==> src/rtl/mem_stage.sv <==
// Memory-access pipeline stage: runs req/ack transactions for loads and stores,
// stalls the pipeline while in flight, and drives the write-back triple to mem_wb.
module mem_stage #(
  parameter int unsigned TIMEOUT = 255
) (
  input  logic        clk,
  input  logic        rst,
  input  logic        memRead_i,
  input  logic        memWrite_i,
  input  logic [15:0] memAddr_i,
  input  logic [15:0] memWData_i,
  input  logic [15:0] wData_i,
  input  logic        wReg_i,
  input  logic [3:0]  wRegAddr_i,
  input  logic [15:0] memRData_i,
  input  logic        memAck_i,
  output logic        memReq_o,
  output logic        memWe_o,
  output logic [15:0] memAddr_o,
  output logic [15:0] memWData_o,
  output logic        stallReq_o,
  output logic        fault_o,
  output logic [15:0] wData_o,
  output logic        wReg_o,
  output logic [3:0]  wRegAddr_o
);

  localparam int unsigned DATA_W  = 16;
  localparam int unsigned TIMER_W = 8;
  localparam logic [TIMER_W-1:0] TIMER_LAST = TIMER_W'(TIMEOUT - 1);

  typedef enum logic [1:0] {
    IDLE = 2'd0,
    BUSY = 2'd1,
    DONE = 2'd2
  } state_t;

  state_t              r_state;
  state_t              w_next_state;
  logic [DATA_W-1:0]   r_load_data;
  logic [DATA_W-1:0]   w_load_data;
  logic [TIMER_W-1:0]  r_timer;
  logic [TIMER_W-1:0]  w_timer;
  logic                r_fault_flag;
  logic                w_fault_flag;
  logic                w_mem_op;

  assign w_mem_op = memRead_i | memWrite_i;

  // State and transaction registers
  always_ff @(posedge clk or negedge rst) begin
    if (!rst) begin
      r_state      <= IDLE;
      r_load_data  <= '0;
      r_timer      <= '0;
      r_fault_flag <= 1'b0;
    end else begin
      r_state      <= w_next_state;
      r_load_data  <= w_load_data;
      r_timer      <= w_timer;
      r_fault_flag <= w_fault_flag;
    end
  end

  // Next-state and output decode; outputs are forced low while reset is held
  always_comb begin
    w_next_state = r_state;
    w_load_data  = r_load_data;
    w_timer      = r_timer;
    w_fault_flag = r_fault_flag;
    memReq_o     = 1'b0;
    memWe_o      = 1'b0;
    memAddr_o    = '0;
    memWData_o   = '0;
    stallReq_o   = 1'b0;
    fault_o      = 1'b0;
    wData_o      = wData_i;
    wReg_o       = wReg_i;
    wRegAddr_o   = wRegAddr_i;

    case (r_state)
      IDLE: begin
        if (w_mem_op) begin
          stallReq_o   = 1'b1;
          wReg_o       = 1'b0;
          w_timer      = '0;
          w_next_state = BUSY;
        end
      end
      BUSY: begin
        memReq_o   = 1'b1;
        memWe_o    = memWrite_i & ~memRead_i;
        memAddr_o  = memAddr_i;
        memWData_o = memWData_i;
        stallReq_o = 1'b1;
        wReg_o     = 1'b0;
        w_timer    = r_timer + TIMER_W'(1);
        if (memAck_i) begin
          w_load_data  = memRData_i;
          w_fault_flag = 1'b0;
          w_next_state = DONE;
        end else if (r_timer == TIMER_LAST) begin
          w_fault_flag = 1'b1;
          w_next_state = DONE;
        end
      end
      DONE: begin
        wData_o      = memRead_i ? r_load_data : wData_i;
        wReg_o       = wReg_i & ~r_fault_flag;
        fault_o      = r_fault_flag;
        w_next_state = IDLE;
      end
      default: begin
        w_next_state = IDLE;
      end
    endcase

    if (!rst) begin
      memReq_o   = 1'b0;
      memWe_o    = 1'b0;
      memAddr_o  = '0;
      memWData_o = '0;
      stallReq_o = 1'b0;
      fault_o    = 1'b0;
      wData_o    = '0;
      wReg_o     = 1'b0;
      wRegAddr_o = '0;
    end
  end

endmodule

==> config.mk <==
export PLATFORM = sky130hd
export DESIGN_NAME = mem_stage
export DESIGN_NICKNAME = d
export VERILOG_FILES = /design/src/rtl/mem_stage.sv
export SDC_FILE = /design/constraint.sdc
export NUM_CORES = 1
export LEC_CHECK = 0
export BUFFER_PORTS_ARGS = -buffer_cell sky130_fd_sc_hd__buf_2
export CAP_MARGIN = 20
export CORE_MARGIN = 2
export CORE_UTILIZATION = 40
export DETAILED_ROUTE_END_ITERATION = 12
export PLACE_DENSITY = 0.89
export SETUP_SLACK_MARGIN = 0.05
export SLEW_MARGIN = 5
export SYNTH_ARGS = -nofsm -noshare
export SYNTH_HDL_FRONTEND = slang
export SYNTH_SLANG_ARGS = --single-unit
==> constraint.sdc <==
create_clock -name clk -period 1.7 [get_ports clk]
set_clock_uncertainty 0.15 [all_clocks]
set_input_delay 0.34 -clock clk [delete_from_list [all_inputs] [get_ports clk]]
set_output_delay 0.34 -clock clk [all_outputs]
set_load 0.005 [all_outputs]
### Word level (Yosys, flattened, before mapping)

Index checks and enable logic that the tools add are counted.

| storage, ports and cells | value |
|---|---|
| output and inout port bits | 57 |
| bits of input ports | 74 |
| register bits | 27 |
| logic and storage cells | 50 |

| operators by class | value |
|---|---|
| reductions and logical operators | 7 |
| bitwise gates (word level) | 5 |
| add/subtract/negate cells | 1 |
| multiplexer cells | 28 |
| equality and inequality tests | 5 |

Operators by type and width:

| cell | number |
|---|---|
| 16-bit 2-to-1 mux | 7 |
| 8-bit case mux with 2 select lines | 1 |
| 1-bit 2-to-1 mux | 12 |
| 8-bit by 1-bit adder with 8-bit output (second input constant) | 1 |
| 8-bit == test (second input constant) | 1 |
| 8-bit 2-to-1 mux | 1 |
| 2-bit AND reduction | 4 |
| 2-bit 2-to-1 mux | 3 |
| 4-bit 2-to-1 mux | 1 |
| 2-bit case mux with 2 select lines | 1 |
| 2-bit nonzero test | 2 |
| 3-bit inequality test (second input constant) | 1 |
| 1-bit case mux with 3 select lines | 1 |
| 1-bit AND | 2 |
| 2-bit by 1-bit == test with 1-bit output (second input constant) | 1 |
| 2-bit == test (second input constant) | 1 |
| 2-bit zero test | 1 |
| 2-bit inequality test (second input constant) | 1 |
| 1-bit NOT | 2 |
| 1-bit case mux with 2 select lines | 1 |
| 1-bit OR | 1 |

### Depth between registers and ports, before layout

| logic depth | value |
|---|---|
| word-level depth | 4 |
| mapped depth | 5 |
| mapped depth without buffers | 5 |

### Worst setup path before layout

No wires, ideal clock.

| path | value |
|---|---|
| path type | register -> output |
| start | reg r_state[1] |
| end | out wData_o[10] |
| path buffers | 2 |
| stages on the path, launching flop included | 6 |
| path slack | -26 ps |
| arrival | 1,236 ps |
| cells stage by stage | dfrtp_1 buf_2 nand3b_1 clkbuf_1 nand2_1 a21oi_1 |

| between the ends | value |
|---|---|
| cells in the longest elaborated chain, start to end | 3 |

RTL lines:

| item | line | RTL |
|---|---|---|
| from (decl) | 38 | `state_t r_state;` |
| from (signal assigned) | 58 | `r_state <= w_next_state;` |
| 2-bit == test | 81 | `case (r_state)` |
| 16-bit 2-to-1 mux | 81 |  |
| 16-bit 2-to-1 mux | 118 | `if (!rst) begin` |
| to (decl) | 23 | `output logic [15:0] wData_o,` |

No other way between the ends.

### Worst setup path after layout

| path | value |
|---|---|
| start | reg r_state[1] |
| end | out wData_o[0] |

The elaborated chain is that of the path after synthesis.

==> impl_metrics.env <==
export IMPL_status="finished, violations left"
export IMPL_violations="negative setup slack"
export IMPL_synth_area_top_cells="dfrtp_1, and3_1, mux2_4, nand2_1, a21oi_1"
export IMPL_via_per_inst=5.62
export IMPL_hold_violations=0
export IMPL_seq_area_frac_synth_pct=39.2
export IMPL_num_io_pins=131
export IMPL_gp_congestion=0.854
export IMPL_mostFrequentLayoutCell="buf_2"
export IMPL_hold_ws_ps=131
export IMPL_setup_violations_final=63
export IMPL_port_buffers=130
export IMPL_criticalPathCategory="flip-flop to primary output"
export IMPL_maxSlewViolCount=0
export IMPL_worstMarginPinSlew_ps=614
export IMPL_overflow=0
export IMPL_fillers=230
export IMPL_setup_ws_ps=-390
export IMPL_async_reset_ff_share_pct=100
export IMPL_cts_sink_count=27
export IMPL_post_dp_hpwl_mm=4.08
export IMPL_postSynthCellCount=195
export IMPL_grt_pass1_wl_mm=9.52
export IMPL_leakage_uw=0.00167
export IMPL_antenna_found_initial=0
export IMPL_ir_drop_mv=1.05
export IMPL_globalRouteTotalUtil_pct=24.0
export IMPL_syn_area_per_cell_sq_um=8.85
export IMPL_syn_area_sq_um=1730
export IMPL_totalPowerFinal_uw=3660
export IMPL_maxSlewHeadroom_pct=59.0
export IMPL_synth_edf_count=0
export IMPL_ant_nets=0
export IMPL_netlist_area_leader_share_pct=39.2
export IMPL_fmax_ghz=0.478
export IMPL_drive_gt1_share_pct=63.2
export IMPL_antenna_cells=0
export IMPL_start_util_pct=42.2
export IMPL_path_clk_slew_ps=90
export IMPL_synth_seq_cells=27
export IMPL_h_tree_depth=1
export IMPL_die_w_microns=69.7
export IMPL_syn2layout_area_growth_pct=78.5
export IMPL_synth_top_area_cell="dfrtp_1"
export IMPL_critPathMaxFanout=5
export IMPL_yosysWarnings=0
export IMPL_end_kind="primary output"
export IMPL_setup_worst_path_start_class="flip-flop"
export IMPL_final_cell_mix="buf_2, nand2_1, buf_6, dfrtp_1, and3_4"
export IMPL_die_area_sq_um=4850
export IMPL_first_global_vias=1994
export IMPL_pwr_density_cell_nw_per_um2=1190
export IMPL_cts_root_buf="clkbuf_8"
export IMPL_first_pass_iters=7
export IMPL_rsz0062_at_grt="yes"
export IMPL_ys_flop_type="dfrtp_1"
export IMPL_grt_start_max_net_pins=39
export IMPL_vias=2191
export IMPL_cts_tree="yes"
export IMPL_fp_coreArea_sq_um=4090
export IMPL_cts_buffers=3
export IMPL_ctsLongestPathBuffers=2
export IMPL_rows=23
export IMPL_maxCapViolations=0
export IMPL_worstPathRequired_ps=1210
export IMPL_drtIter0Drc=123
export IMPL_die_h_microns=69.7
export IMPL_worstPathArrival_ps=1600
export IMPL_min_path_type="input port to flip-flop"
export IMPL_period_share_pct=123
export IMPL_drc=0
export IMPL_min_period_ps=2090
export IMPL_ys_types=33
export IMPL_wl_per_cell_microns=20.0
export IMPL_fin_nets=417
export IMPL_wirelength_mm=7.81
export IMPL_syn_num_nets=271
export IMPL_clk_latency_ps=280
==> where the power goes <==
part           internal, uW  switching (uW)
Clock                   169             210
Combinational          1210             953
Sequential              892             231
==> logic make-up (layout without fill, tap and decap cells) <==
kind of cell | after synthesis | count (layout) | share of synthesized area, %
AND/OR/NAND/NOR | 98 | 100 | 30.2
adder cells (fa/ha/maj) | 2 | 2 | 1.45
XOR/XNOR | 1 | 1 | 0.508
flip-flops | 27 | 27 | 39.2
multiplexers | 20 | 20 | 14.7
buffers and inverters | 17 | 160 | 4.57
AO/OA/AOI/OAI | 30 | 30 | 9.35
==> state kept, by name (all words and copies together), names as in the netlist <==
register and cells:
r_timer 8, r_state 2, r_load_data 16, r_fault_flag 1
==> synth_stat cells (3+ instances only) <==
| master | n |
|---|---|
| o21ai_0 | 9 |
| nand2_1 | 34 |
| clkbuf_1 | 10 |
| a21oi_1 | 17 |
| and3_1 | 33 |
| dfrtp_1 | 27 |
| and2_1 | 4 |
| nor3_1 | 3 |
| mux2_4 | 9 |
| nand3_1 | 3 |
| mux2i_1 | 4 |
| mux2_2 | 7 |
| nand4_1 | 4 |
| nor2_1 | 7 |
==> per-stage QoR <==
| stage | std cells | utilization (%) | instance area [sq um] | worst slack (ps) | TNS (ps) |
|---|---|---|---|---|---|
| floorplan | 195 | - | 1730 | 64.3 | 0 |
| global placement | 374 | 61.4 | 2510 | 47.6 | 0 |
| detailed placement | 374 | 61.4 | 2510 | 14.8 | 0 |
| CTS | 389 | 67.6 | 2760 | -237 | -11160 |
| global route | 390 | 75.4 | 3080 | -443 | -16570 |
| finish | 390 | 75.4 | 3080 | -390 | -14440 |
==> path summary, 6_finish.rpt <==
path                                        startpoint                     endpoint  cells past startpoint  slack (ps)
min in group asynchronous                          rst   r_load_data[8]$_DFFE_PN0P_                      3         480
worst max register to register  r_state[1]$_DFFE_PN0P_   r_load_data[8]$_DFFE_PN0P_                      5         -30
worst min register to register  r_timer[5]$_DFFE_PN0P_       r_timer[5]$_DFFE_PN0P_                      1         350
max in group asynchronous                          rst   r_load_data[2]$_DFFE_PN0P_                      3         290
worst min-delay path                    memRData_i[12]  r_load_data[12]$_DFFE_PN0P_                      2         130
worst max-delay path            r_state[1]$_DFFE_PN0P_                   wData_o[0]                      6        -390
==> per-layer routing <==
layer	routed length, microns	global-route usage [%]	up-vias
met1	2770	28.9	1040
li1	-	-	976
met5	0	0	-
met2	4160	42.9	145
met3	598	5.23	30
met4	290	6.62	0
==> critical path: stages, from the launching register on <==
cell and delay, ps:
dfrtp_1 400, buf_6 120, and3b_2 240, buf_6 150, nand2_1 70, a21oi_1 180, buf_2 160
==> timing repair <==
item | 4_1_cts | 5_1_grt
gates resized for setup | 22 | 68
hold endpoints to repair | 27 | 0
hold buffers | 2 | 0
setup endpoints to repair | 69 | 71
pin swaps | 5 | 21
cloned | 3 | 1
setup buffers | 6 | 1
==> final cells by class <==
type | instances | area (sq um) | area share (%)
timing repair buffer | 154 | 1060 | 34.5
multi-input combinational | 153 | 1220 | 39.8
tap | 50 | 62.6 | 2.03
sequential | 27 | 676 | 21.9
clock buffer | 4 | 45.0 | 1.46
inverter | 2 | 7.51 | 0.244
No activity file was read; power rests on OpenSTA's default activity.
